$ cat src/rtl/ycr_cclk_pkg.sv
// Shared types for the core-clock sleep/wake sequencer: the per-core state codes
// and the width of the per-core hold-off counter.
package ycr_cclk_pkg;

    typedef enum logic [2:0] {
        ST_RUN   = 3'd0,
        ST_DRAIN = 3'd1,
        ST_HOLD  = 3'd2,
        ST_SLEEP = 3'd3,
        ST_WPEND = 3'd4,
        ST_WAKE  = 3'd5
    } cclk_seq_st_t;

    localparam int CCLK_CNT_W = 8;

    // The gate is held closed while asleep and while waiting for a wake grant.
    function automatic logic seq_gated(cclk_seq_st_t st);
        return (st == ST_SLEEP) || (st == ST_WPEND);
    endfunction

endpackage

$ cat src/rtl/ycr_rr_arb.sv
// Round-robin arbiter: one-hot grant to the first requester at or after the pointer;
// the pointer moves just past the winner and holds when nothing is granted.
module ycr_rr_arb #(
    parameter int N = 8
) (
    input  logic         clk,
    input  logic         srst,
    input  logic [N-1:0] req,
    output logic [N-1:0] gnt
);
    localparam int PW = (N > 1) ? $clog2(N) : 1;

    logic [PW-1:0]  ptr_reg;
    logic [PW-1:0]  ptr_next;
    logic [2*N-1:0] req_dbl;
    logic [2*N-1:0] gnt_dbl;
    logic [N-1:0]   req_rot;
    logic [N-1:0]   first_rot;

    // Rotate so the pointer sits at bit 0, isolate the lowest set bit, rotate back.
    assign req_dbl   = {req, req};
    assign req_rot   = req_dbl[ptr_reg +: N];
    assign first_rot = req_rot & (~req_rot + 1'b1);
    assign gnt_dbl   = {{N{1'b0}}, first_rot} << ptr_reg;
    assign gnt       = gnt_dbl[N-1:0] | gnt_dbl[2*N-1:N];

    always_comb begin
        ptr_next = ptr_reg;
        for (int i = 0; i < N; i++) begin
            if (gnt[i]) begin
                ptr_next = (i == N - 1) ? '0 : PW'(i + 1);
            end
        end
    end

    always_ff @(posedge clk) begin
        if (srst) begin
            ptr_reg <= '0;
        end else begin
            ptr_reg <= ptr_next;
        end
    end

endmodule

$ cat src/rtl/ycr_cclk_sleep_seq.sv
// Per-core sleep/wake sequencer feeding the core clock gates; wake-ups are
// serialised through a round-robin arbiter so only one clock restarts per cycle.
module ycr_cclk_sleep_seq
    import ycr_cclk_pkg::*;
#(
    parameter int NCORE = 8
) (
    input  logic                 core_clk,
    input  logic                 srst,
    input  logic [NCORE-1:0]     cfg_enb,
    input  logic [7:0]           cfg_idle_dly,
    input  logic [3:0]           cfg_wake_dly,
    input  logic [NCORE-1:0]     wfi_req,
    input  logic [NCORE-1:0]     bus_busy,
    input  logic [NCORE-1:0]     irq_pend,
    input  logic [NCORE-1:0]     riscv_wakeup,
    output logic [NCORE-1:0]     riscv_sleep,
    output logic [NCORE-1:0]     wake_done,
    output logic [3*NCORE-1:0]   core_state
);
    logic [NCORE-1:0] wake_req;
    logic [NCORE-1:0] wake_gnt;

    ycr_rr_arb #(.N(NCORE)) u_wake_arb (
        .clk  (core_clk),
        .srst (srst),
        .req  (wake_req),
        .gnt  (wake_gnt)
    );

    genvar gi;
    generate
        for (gi = 0; gi < NCORE; gi++) begin : g_core
            cclk_seq_st_t          state_reg;
            logic [CCLK_CNT_W-1:0] cnt_reg;
            logic                  wake_done_reg;
            logic                  abort;

            // Any reason the core should not (or can no longer) go to sleep.
            assign abort = irq_pend[gi] | ~wfi_req[gi] | ~cfg_enb[gi];

            always_ff @(posedge core_clk) begin
                if (srst) begin
                    state_reg     <= ST_RUN;
                    cnt_reg       <= '0;
                    wake_done_reg <= 1'b0;
                end else begin
                    wake_done_reg <= 1'b0;
                    case (state_reg)
                        ST_RUN: begin
                            if (!abort) state_reg <= ST_DRAIN;
                        end
                        ST_DRAIN: begin
                            if (abort) begin
                                state_reg <= ST_RUN;
                            end else if (!bus_busy[gi]) begin
                                state_reg <= ST_HOLD;
                                cnt_reg   <= cfg_idle_dly;
                            end
                        end
                        ST_HOLD: begin
                            if (abort || bus_busy[gi]) begin
                                state_reg <= ST_RUN;
                            end else if (cnt_reg == '0) begin
                                state_reg <= ST_SLEEP;
                            end else begin
                                cnt_reg <= cnt_reg - 1'b1;
                            end
                        end
                        ST_SLEEP: begin
                            if (riscv_wakeup[gi] || irq_pend[gi] || !cfg_enb[gi]) state_reg <= ST_WPEND;
                        end
                        ST_WPEND: begin
                            if (wake_gnt[gi]) begin
                                state_reg <= ST_WAKE;
                                cnt_reg   <= {{(CCLK_CNT_W-4){1'b0}}, cfg_wake_dly};
                            end
                        end
                        ST_WAKE: begin
                            if (cnt_reg == '0) begin
                                state_reg     <= ST_RUN;
                                wake_done_reg <= 1'b1;
                            end else begin
                                cnt_reg <= cnt_reg - 1'b1;
                            end
                        end
                        default: state_reg <= ST_RUN;
                    endcase
                end
            end

            assign wake_req[gi]            = (state_reg == ST_WPEND);
            assign riscv_sleep[gi]         = seq_gated(state_reg);
            assign wake_done[gi]           = wake_done_reg;
            assign core_state[3*gi +: 3]   = state_reg;
        end
    endgenerate

endmodule

$ cat config.mk
export PLATFORM = sky130hd
export DESIGN_NAME = ycr_cclk_sleep_seq
export DESIGN_NICKNAME = d
export VERILOG_FILES = /design/src/rtl/ycr_cclk_pkg.sv /design/src/rtl/ycr_rr_arb.sv /design/src/rtl/ycr_cclk_sleep_seq.sv
export SDC_FILE = /design/constraint.sdc
export NUM_CORES = 1
export LEC_CHECK = 0
export BUFFER_PORTS_ARGS = -buffer_cell sky130_fd_sc_hd__clkbuf_2
export CAP_MARGIN = 10
export CORE_ASPECT_RATIO = 0.8
export CORE_MARGIN = 10
export CORE_UTILIZATION = 60
export DETAILED_ROUTE_END_ITERATION = 10
export PLACE_DENSITY = 0.89
export SETUP_SLACK_MARGIN = 0.05
export SLEW_MARGIN = 40
export SYNTH_ARGS = -nofsm -noshare
export SYNTH_HDL_FRONTEND = slang
export SYNTH_HIERARCHICAL = 1
export SYNTH_SLANG_ARGS = --single-unit
export TNS_END_PERCENT = 1
$ cat constraint.sdc
create_clock -name core_clk -period 10.7 [get_ports core_clk]
set_input_delay 0.535 -clock core_clk [delete_from_list [all_inputs] [get_ports core_clk]]
set_output_delay 0.535 -clock core_clk [all_outputs]
set_load 0.02 [all_outputs]
==> impl_metrics.py, run 1 <==
metrics = {
    "outcome": {
        "status": "finished clean",
    },
    "timing": {
        "finalCritPeriodShare_pct": 42.37,
        "fmaxAchievable_mhz": 220.6,
        "tns_ns": 0,
        "slew_viol_final": 0,
        "period_needed_ns": 4.533,
        "setup_violations": 0,
        "timing.final.ws_setup_ns": 6.167,
        "worst_pin_slew_ns": 0.8552,
        "hold_viol_final": 0,
        "clock-skew-final_ns": 0.008717,
        "slew_headroom_pct": 42.78,
        "rsz0062_at_grt": "no",
    },
    "yosys": {
        "ys_seq_elements": 99,
        "synthFlopType": "dfxtp_1",
        "synth_edf_count": 0,
        "ys_async_sr_fraction_pct": 0,
        "syn_inst": 1096,
        "synth_area_leaders": "dfxtp_1 (23%), nor2_1 (4.4%), mux2i_1 (3.9%)",
        "synth_area_per_cell_um2": 7.780,
        "synth_warnings": 6,
        "synth_top_area_cell": "dfxtp_1",
        "synth_top_area_share_pct": 23.24,
        "ys_seq_area_share_pct": 23.24,
        "synth_nets": 1166,
        "synthesis.area_um2": 8527,
        "ys_types": 98,
    },
    "clock_tree": {
        "clock_latency_ns": 0.36,
        "cts_setup_buffers": 0,
        "clkTransAtPathRegs_ns": 0.06,
        "cts-hold-fix-buffers": 0,
        "cts_resized": 0,
        "clock_sinks": 99,
        "cts_tree": "yes",
        "cts-htree-levels": 3,
        "numCtsBuffers": 9,
        "root_buffer": "clkbuf_16",
        "clockBufferDepth": 2,
    },
    "route": {
        "final_antenna_net_count": 0,
        "viasPerCell": 6.727,
        "dr.pass1.iters": 5,
        "drc": 0,
        "wl_um": 24120,
        "drt_iter0_drc": 1001,
        "wl_per_cell_um": 18.51,
        "num_vias": 8765,
    },
    "worst_setup_path": {
        "rrSetupSlack_ns": 6.17,
        "critPathMaxStageDelay_ns": 0.67,
        "rr_worst_depth": 14,
        "slowest_stage": "dfxtp_1",
        "crit_chain": "or3b_2 > inv_1 > and3b_1 > a2111oi_0 > a31o_2 > nor3_1 > mux2_2 > a41oi_1 > mux2i_1 > o21ai_0 > o2bb2ai_1 > o2bb2ai_2 > a2111oi_0 > a31o_2",
        "cp.arrival_ns": 4.79,
        "worstSetupPathType": "reg2reg",
        "worstPathMaxFanout": 19,
        "cp-end-kind": "register",
        "startpoint_type": "register",
        "required_ns": 10.95,
    },
    "power": {
        "ir_drop_mv": 0.1434,
        "power.leakage_nw": 3.663,
        "power_frac_seq_pct": 29.5,
        "combPwrFrac_pct": 52.7,
        "switching_share_pct": 45.04,
        "switching_power_w": 0.0008583,
        "clock_power_share_pct": 17.8,
        "powerDensity_nw_per_um2": 207.8,
        "p_int_w": 0.001047,
    },
    "layout": {
        "n_antenna_cell": 0,
        "final_cell_mix": "nor2_1 (99), dfxtp_1 (98), clkbuf_2 (93)",
        "area_growth_pct": 7.557,
        "drive_above_1_share_pct": 16.03,
        "postLayoutCellArea_um2": 9171,
        "layout_commonest_cell": "nor2_1",
        "largest_register_ffs": 64,
        "nets": 1189,
    },
    "floorplanning": {
        "start_util_pct": 62.06,
        "die_y_um": 126.6,
        "die_area_um2": 19410,
        "rows": 38,
        "coreArea_um2": 13740,
        "die_w_um": 153.3,
        "io_pins": 94,
    },
    "placement": {
        "dp_hpwl_um": 16830,
        "portBuffers": 93,
        "place.gp.congestion": 0.9600,
        "placed_cell_area_um2": 8856,
        "place_ws_ns": 6.010,
    },
    "global_routing": {
        "first_global_vias": 7836,
        "grt_max_degree": 55,
        "grt_first_pass_wirelength_um": 39140,
        "antenna_found_initial": 0,
        "grt_overflow": 0,
        "gr-usage-all-layers_pct": 23.45,
    },
    "job": {
        "maxCapViolCount": 0,
    },
    "hold_path": {
        "hold_depth": 2,
        "hold_path_class": "reg2reg",
    },
}
-- worst paths after layout --
| kind | from | to |
|---|---|---|
| hold / removal | g_core[4].cnt_reg[7] | g_core[4].cnt_reg[7] |
| hold reg to reg | g_core[4].cnt_reg[7] | g_core[4].cnt_reg[7] |
| setup reg to reg | g_core[0].state_reg[2] | g_core[0].cnt_reg[5] |
| setup / recovery | g_core[0].state_reg[2] | g_core[0].cnt_reg[5] |
-- Yosys cell counts, types with 10 or more instances --
cell / number
nor2_1: 100
a22oi_1: 15
or4_1: 11
xor2_1: 12
a21oi_1: 44
and2_1: 10
or3_1: 18
o211ai_1: 13
and3_1: 12
a221oi_1: 15
clkbuf_1: 61
nand2b_1: 22
o21ai_0: 63
nand2_1: 73
a311oi_1: 11
nor4_1: 13
and3b_1: 13
nor2b_1: 17
ha_1: 16
mux2i_1: 33
o22ai_1: 12
nand3_1: 21
dfxtp_1: 99
nor3b_1: 24
xnor2_1: 24
nor3_1: 39
a31oi_1: 10
inv_1: 43
a211oi_1: 32
-- power groups by stage --
stage,clock (W),combinational [W],sequential [W]
6_report,0.000338,0.00100,0.000563
5_1_grt,0.000355,0.00111,0.000578
4_1_cts,0.000340,0.000987,0.000558
3_5_place_dp,0,0.000981,0.000565
3_3_place_gp,0,0.000958,0.000561
2_1_floorplan,0,0.000830,0.000515
-- through the flow --
step	utilization, %	total power, W	hold WS (ns)	instances
after floorplan	-	0.001345	0.4623	1096
after global placement	64.34	0.001519	0.4797	1285
after detailed placement	64.45	0.001546	0.4932	1286
after CTS	66.60	0.001885	0.5067	1301
after global routing	66.75	0.002043	0.5301	1303
final	66.75	0.001905	0.5009	1303
-- worst max-delay path: cells and delay by family, from the launching register on --
family	cells	cell delay, ns
AND/OR/NAND/NOR	3	0.86
multiplexers	2	0.52
buffers and inverters	1	0.24
flip-flops	1	0.67
AO/OA/AOI/OAI	8	2.11
-- cell type report --
cell class | count | area, µm²
Inverter | 45 | 168.9
Fill cell | 1158 | 4569
Tap cell | 180 | 225.2
Sequential cell | 99 | 1983
Multi-Input combinational cell | 863 | 5981
Clock buffer | 13 | 260.3
Timing Repair Buffer | 101 | 518.0
Clock inverter | 2 | 35.03
-- cell families after synthesis --
group | after synthesis | share of synthesized area, %
and+or+nand+nor | 432 | 28.47
AOI/OAI and AO/OA | 324 | 27.22
buffers and inverters | 134 | 6.838
DFF | 99 | 23.24
muxes | 55 | 8.188
xor gates and xnor gates | 36 | 3.698
adders and majority gates | 16 | 2.348
-- layer usage --
layer | share of wire [%] | GRT usage [%] | vias up
met3 | 10 | 5.302 | 55
li1 | - | - | 4180
met4 | 2.2 | 7.839 | 0
met1 | 43 | 31.74 | 4079
met2 | 45 | 36.06 | 451
met5 | 0 | 0 | -
No activity file was read; power rests on OpenSTA's default activity.
==> run 2: changes to the inputs <==
--- a/config.mk
+++ b/config.mk
@@ -5,13 +5,14 @@
 export SDC_FILE = /design/constraint.sdc
 export NUM_CORES = 1
 export LEC_CHECK = 0
+export ABC_AREA = 1
 export BUFFER_PORTS_ARGS = -buffer_cell sky130_fd_sc_hd__clkbuf_2
 export CAP_MARGIN = 10
 export CORE_ASPECT_RATIO = 0.8
 export CORE_MARGIN = 10
-export CORE_UTILIZATION = 60
+export CORE_UTILIZATION = 55
 export DETAILED_ROUTE_END_ITERATION = 10
-export PLACE_DENSITY = 0.89
+export PLACE_DENSITY = 0.87
 export SETUP_SLACK_MARGIN = 0.05
 export SLEW_MARGIN = 40
 export SYNTH_ARGS = -nofsm -noshare
==> constraint.sdc (replaced) <==
create_clock -name core_clk -period 3.9 [get_ports core_clk]
set_input_delay 0.195 -clock core_clk [delete_from_list [all_inputs] [get_ports core_clk]]
set_output_delay 0.195 -clock core_clk [all_outputs]
set_load 0.02 [all_outputs]
==> impl_metrics.py, run 2 <==
metrics = {
    "floorplanning": {
        "io_pins": 94,
        "start_util_pct": 56.38,
        "rows": 40,
        "die_w_um": 158.9,
        "coreArea_um2": 15060,
        "die_area_um2": 20840,
        "die_y_um": 131.1,
    },
    "global_routing": {
        "grt_first_pass_wirelength_um": 41040,
        "antenna_found_initial": 0,
        "grt_max_degree": 50,
        "first_global_vias": 8745,
        "grt_overflow": 0,
        "gr-usage-all-layers_pct": 22.53,
    },
    "yosys": {
        "ys_seq_area_share_pct": 23.34,
        "synthFlopType": "dfxtp_1",
        "yosys.cell_count.top_type": "nand2_1",
        "synth_top_area_share_pct": 23.34,
        "syn_inst": 1519,
        "synth_nets": 1589,
        "synth_area_leaders": "dfxtp_1 (23%), nand2_1 (20%), nor2_1 (14%)",
        "ys_types": 42,
        "ys_seq_elements": 99,
        "synthesis.area_um2": 8493,
        "synth_area_per_cell_um2": 5.591,
        "synth_edf_count": 0,
        "synth_top_area_cell": "dfxtp_1",
        "synth_warnings": 6,
        "ys_async_sr_fraction_pct": 0,
        "synth_common_cells": "nand2_1 (455), nor2_1 (313), inv_1 (179), nand3_1 (164), dfxtp_1 (99)",
    },
    "layout": {
        "post-route-util_pct": 61.64,
        "n_antenna_cell": 0,
        "final_cell_mix": "nand2_1 (455), nor2_1 (313), inv_1 (179)",
        "layout_commonest_cell": "nand2_1",
        "largest_register_ffs": 64,
        "nets": 1660,
        "area_growth_pct": 9.325,
        "drive_above_1_share_pct": 11.79,
    },
    "timing": {
        "slew_headroom_pct": 62.41,
        "period_needed_ns": 3.395,
        "fmaxAchievable_mhz": 294.5,
        "hold_viol_final": 0,
        "rsz0062_at_grt": "no",
        "slew_viol_final": 0,
        "whs_ns": 0.1851,
        "setup_violations": 0,
        "finalCritPeriodShare_pct": 87.06,
        "worst_pin_slew_ns": 0.5638,
        "timing.final.ws_setup_ns": 0.5045,
        "tns_ns": 0,
        "clock-skew-final_ns": 0.006567,
    },
    "worst_setup_path": {
        "r2r-start": "g_core[2].state_reg[1]",
        "required_ns": 4.16,
        "worstSetupPathType": "reg2reg",
        "cp.arrival_ns": 3.65,
        "r2r_end": "g_core[5].cnt_reg[3]",
        "worstPathMaxFanout": 11,
        "rr_worst_depth": 24,
        "crit_chain": "nor2_1 > nand2_1 > inv_1 > nand2_1 > nand3_1 > nand2_1 > nand2_1 > nand2_2 > nand2_4 > inv_2 > nand2_1 > o21ai_1 > nand2_1 > nand3_1 > nand2_1 > inv_1 > nand3b_1 > nand2_1 > inv_1 > nand2_1 > nor2_2 > inv_1 > nor2_1 > nor2_1",
        "slowest_stage": "dfxtp_1",
        "worst_path_most_repeated_cell": "nand2_1",
        "cp-end-kind": "register",
        "rrSetupSlack_ns": 0.50,
        "startpoint_type": "register",
        "critPathMaxStageDelay_ns": 0.50,
    },
    "route": {
        "viasPerCell": 5.373,
        "num_vias": 9698,
        "wl_met2_um": 10400,
        "wl_met1_um": 11040,
        "drt_iter0_drc": 997,
        "final_antenna_net_count": 0,
        "wl_per_cell_um": 13.48,
        "met3_length_um": 2215,
        "dr.pass1.iters": 7,
        "wl_um": 24340,
        "drc": 0,
        "maxUsedRoutingLayer": "met4",
    },
    "clock_tree": {
        "root_buffer": "clkbuf_16",
        "clock_latency_ns": 0.36,
        "clkTransAtPathRegs_ns": 0.07,
        "clock_sinks": 99,
        "cts_resized": 0,
        "numCtsBuffers": 9,
        "cts-htree-levels": 3,
        "cts_setup_buffers": 0,
        "clockBufferDepth": 2,
        "cts_tree": "yes",
        "cts-hold-fix-buffers": 0,
    },
    "placement": {
        "place.gp.congestion": 0.9996,
        "dp_hpwl_um": 18140,
        "place_ws_ns": 0.6097,
        "portBuffers": 93,
    },
    "power": {
        "power.leakage_nw": 5.004,
        "powerDensity_nw_per_um2": 993.2,
        "ir_drop_mv": 0.5743,
    },
    "outcome": {
        "status": "finished clean",
    },
    "hold_path": {
        "hold_path_class": "in2reg",
        "hold_depth": 5,
        "min_from": "cfg_idle_dly[0]",
        "min_to": "g_core[1].cnt_reg[0]",
    },
    "job": {
        "maxCapViolCount": 0,
    },
}
==> run 2: layout make-up <==
cell class / count / area, µm²
multi-input combinational: 1189 / 5525
timing repair buffer: 99 / 510.5
clock buffer: 12 / 256.5
sequential: 99 / 1982
fill: 1493 / 5779
clock inverter: 4 / 25.02
inverter: 192 / 723.2
tap: 210 / 262.8
==> run 2: worst max path at each step <==
stage / startpoint / to / slack [ns] / cells after the start
final: g_core[2].state_reg[1] / g_core[5].cnt_reg[3] / 0.50 / 24
after global routing: g_core[7].state_reg[2] / g_core[5].cnt_reg[3] / 0.12 / 22
after CTS: g_core[2].state_reg[0] / g_core[5].cnt_reg[7] / 0.59 / 24
after detailed placement: g_core[7].state_reg[2] / g_core[5].cnt_reg[7] / 0.61 / 22
after global placement: g_core[2].state_reg[1] / g_core[5].cnt_reg[7] / 0.73 / 24
after floorplan: g_core[5].state_reg[1] / g_core[0].cnt_reg[2] / 1.08 / 23
==> run 2: logic make-up (layout without fill, tap and decap cells) <==
| family | after synthesis | count (layout) | share of synthesized area (%) |
|---|---|---|---|
| XOR/XNOR | 4 | 4 | 0.4125 |
| flip-flops | 99 | 99 | 23.34 |
| adder cells (fa/ha/maj) | 16 | 16 | 2.357 |
| AO/OA/AOI/OAI | 128 | 128 | 8.559 |
| buffers and inverters | 231 | 307 | 11.61 |
| AND/OR/NAND/NOR | 1041 | 1041 | 53.73 |
==> run 2: worst max-delay path: cells and delay by family, from the launching register on <==
| family | cells | cell delay (ns) |
|---|---|---|
| buffers and inverters | 5 | 0.49 |
| AND/OR/NAND/NOR | 18 | 2.08 |
| flip-flops | 1 | 0.50 |
| AO/OA/AOI/OAI | 1 | 0.23 |
==> run 2: where the power goes <==
part / total [W] / switching (W) / internal, W
Clock: 0.000880 / 0.000414 / 0.000466
Sequential: 0.00187 / 0.000442 / 0.00143
Combinational: 0.00647 / 0.00436 / 0.00211
Total: 0.00922 / 0.00522 / 0.00401
==> run 2: routing by layer <==
layer  vias up  GRT usage (%)
li1       4957              -
met2       418          35.24
met3        51          4.744
met1      4272          30.37
met4         0          6.783
met5         -              0
==> run 2: metrics by stage <==
step           instance area, µm²  cells  power (W)
2_1_floorplan                8493   1519   0.006999
6_report                     9285   1805   0.009222
4_1_cts                      9285   1805   0.009131
5_1_grt                      9285   1805    0.01025
3_3_place_gp                 9004   1789   0.008029
3_5_place_dp                 9004   1789   0.008214
==> run 3: changes to the inputs <==
--- a/config.mk
+++ b/config.mk
@@ -12,7 +12,7 @@
 export CORE_MARGIN = 10
 export CORE_UTILIZATION = 55
 export DETAILED_ROUTE_END_ITERATION = 10
-export PLACE_DENSITY = 0.87
+export PLACE_DENSITY = 0.86
 export SETUP_SLACK_MARGIN = 0.05
 export SLEW_MARGIN = 40
 export SYNTH_ARGS = -nofsm -noshare
==> impl_metrics.py, run 3 (same netlist as run 2, synthesis figures left out) <==
metrics = {
    "route": {
        "wl_um": 24170,
        "final_antenna_net_count": 0,
        "drt_iter0_drc": 892,
        "viasPerCell": 5.341,
        "dr.pass1.iters": 5,
        "wl_per_cell_um": 13.38,
        "num_vias": 9646,
        "drc": 0,
    },
    "hold_path": {
        "min_to": "g_core[1].cnt_reg[0]",
        "hold_depth": 5,
        "hold_path_class": "in2reg",
        "min_from": "cfg_idle_dly[0]",
    },
    "worst_setup_path": {
        "critPathMaxStageDelay_ns": 0.53,
        "startpoint_type": "register",
        "cp-end-kind": "register",
        "r2r_end": "g_core[2].cnt_reg[4]",
        "critical_path.top_delay_family": "simple AND/OR/NAND/NOR gates",
        "worstPathMaxFanout": 11,
        "required_ns": 4.15,
        "path_buf_inv": 3,
        "slowest_stage": "dfxtp_1",
        "cp.arrival_ns": 3.56,
        "worstSetupPathType": "reg2reg",
        "r2r-start": "g_core[5].state_reg[1]",
        "rr_worst_depth": 20,
        "crit_chain": "nor2_1 > nand2_1 > inv_1 > nand2_1 > nand3_1 > nand3_1 > nand2_1 > inv_2 > nand2_2 > nor2_8 > nand3_2 > o21ai_2 > nand3_1 > nand2_1 > nand3b_1 > o21ai_0 > inv_1 > nand3_1 > o21ai_0 > nor2_1",
        "rrSetupSlack_ns": 0.59,
    },
    "layout": {
        "ff_latch_area_um2": 1982,
        "layout_commonest_cell": "nand2_1",
        "largest_register_ffs": 64,
        "post-route-util_pct": 62.16,
        "final_cell_mix": "nand2_1 (455), nor2_1 (313), inv_1 (179)",
        "drive_above_1_share_pct": 11.90,
        "fill_cells": 1430,
        "postLayoutCellArea_um2": 9364,
        "area_growth_pct": 10.25,
        "nets": 1661,
        "multi_input_area_um2": 5525,
        "n_antenna_cell": 0,
    },
    "floorplanning": {
        "coreArea_um2": 15060,
        "rows": 40,
        "die_y_um": 131.1,
        "start_util_pct": 56.38,
        "die_area_um2": 20840,
        "io_pins": 94,
        "die_w_um": 158.9,
    },
    "global_routing": {
        "grt_first_pass_wirelength_um": 40160,
        "antenna_found_initial": 0,
        "first_global_vias": 8714,
        "grt_max_degree": 52,
        "gr-usage-all-layers_pct": 22.12,
        "grt_overflow": 0,
    },
    "power": {
        "powerDensity_nw_per_um2": 1001,
        "power.leakage_nw": 5.044,
        "p_total_w": 0.009369,
        "ir_drop_mv": 0.5342,
    },
    "timing": {
        "slew_headroom_pct": 61.15,
        "rsz0062_at_grt": "no",
        "hold_viol_final": 0,
        "slew_viol_final": 0,
        "worst_pin_slew_ns": 0.5827,
        "finalCritPeriodShare_pct": 84.96,
        "tns_ns": 0,
        "clock-skew-final_ns": 0.009469,
        "setup_violations": 0,
        "fmaxAchievable_mhz": 301.8,
        "period_needed_ns": 3.313,
        "whs_ns": 0.2381,
    },
    "placement": {
        "portBuffers": 93,
        "place.gp.congestion": 0.9706,
        "placed_cell_area_um2": 9014,
        "dp_hpwl_um": 17950,
    },
    "clock_tree": {
        "cts-hold-fix-buffers": 0,
        "clock_latency_ns": 0.36,
        "cts-htree-levels": 3,
        "numCtsBuffers": 9,
        "clock_sinks": 99,
        "cts_setup_buffers": 0,
        "root_buffer": "clkbuf_16",
        "cts_resized": 0,
        "clkTransAtPathRegs_ns": 0.07,
        "cts_tree": "yes",
        "clockBufferDepth": 2,
    },
    "job": {
        "maxCapViolCount": 0,
    },
    "outcome": {
        "status": "finished clean",
    },
}
## run 3: changes by cell type in the layout (fill, tap and decap cells not counted), sizes merged
| cell | before | now |
|---|---|---|
| bufinv | 0 | 3 |
| clkbuf | 105 | 103 |
| buf | 6 | 7 |
| clkinv | 3 | 2 |
| clkinvlp | 2 | 1 |
| inv | 191 | 192 |
## run 3: layout make-up
class,instances,area share (%)
multi-input combinational,1189,59.01
sequential,99,21.17
inverter,192,7.750
timing repair buffer,100,5.532
tap,210,2.806
clock buffer,10,2.552
clock inverter,6,1.189
## run 3: worst register-to-register path: stages, from the launching register on
cell      delay (ns)
dfxtp_1         0.53
nor2_1          0.16
nand2_1         0.19
inv_1           0.08
nand2_1         0.09
nand3_1         0.10
nand3_1         0.13
nand2_1         0.12
inv_2           0.09
nand2_2         0.08
nor2_8          0.13
nand3_2         0.12
o21ai_2         0.18
nand3_1         0.09
nand2_1         0.09
nand3b_1        0.14
o21ai_0         0.11
inv_1           0.08
nand3_1         0.31
o21ai_0         0.30
nor2_1          0.06
## run 3: report_power, final
part	internal [W]	switching [W]	leakage, nW	total, W
clock network	0.000646	0.000406	0.169	0.00105
logic	0.00212	0.00433	4.06	0.00646
registers	0.00143	0.000433	0.814	0.00186
total	0.00420	0.00517	5.04	0.00937
## run 3: metal layers
layer	track usage, %	part of all wire [%]	up-vias
met5	0	0	-
met1	29.28	46	4259
met4	7.554	2.5	0
li1	-	-	4938
met2	34.89	43	405
met3	4.650	8.5	44
## run 3: how the worst max path moves through the flow
stage | startpoint | endpoint | slack (ns) | cells after the start
floorplan | g_core[5].state_reg[1] | g_core[0].cnt_reg[2] | 1.08 | 23
detailed placement | g_core[4].state_reg[0] | g_core[5].cnt_reg[5] | 0.65 | 23
finish | g_core[5].state_reg[1] | g_core[2].cnt_reg[4] | 0.59 | 20
global placement | g_core[4].state_reg[0] | g_core[2].cnt_reg[4] | 0.75 | 22
CTS | g_core[4].state_reg[0] | g_core[5].cnt_reg[5] | 0.63 | 23
global route | g_core[4].state_reg[0] | g_core[5].cnt_reg[0] | 0.23 | 23
## run 3: through the flow
step,instances,worst slack (ns)
3_3_place_gp,1790,0.7480
4_1_cts,1806,0.6333
3_5_place_dp,1790,0.6481
6_report,1806,0.5867
2_1_floorplan,1519,1.082
5_1_grt,1806,0.2293
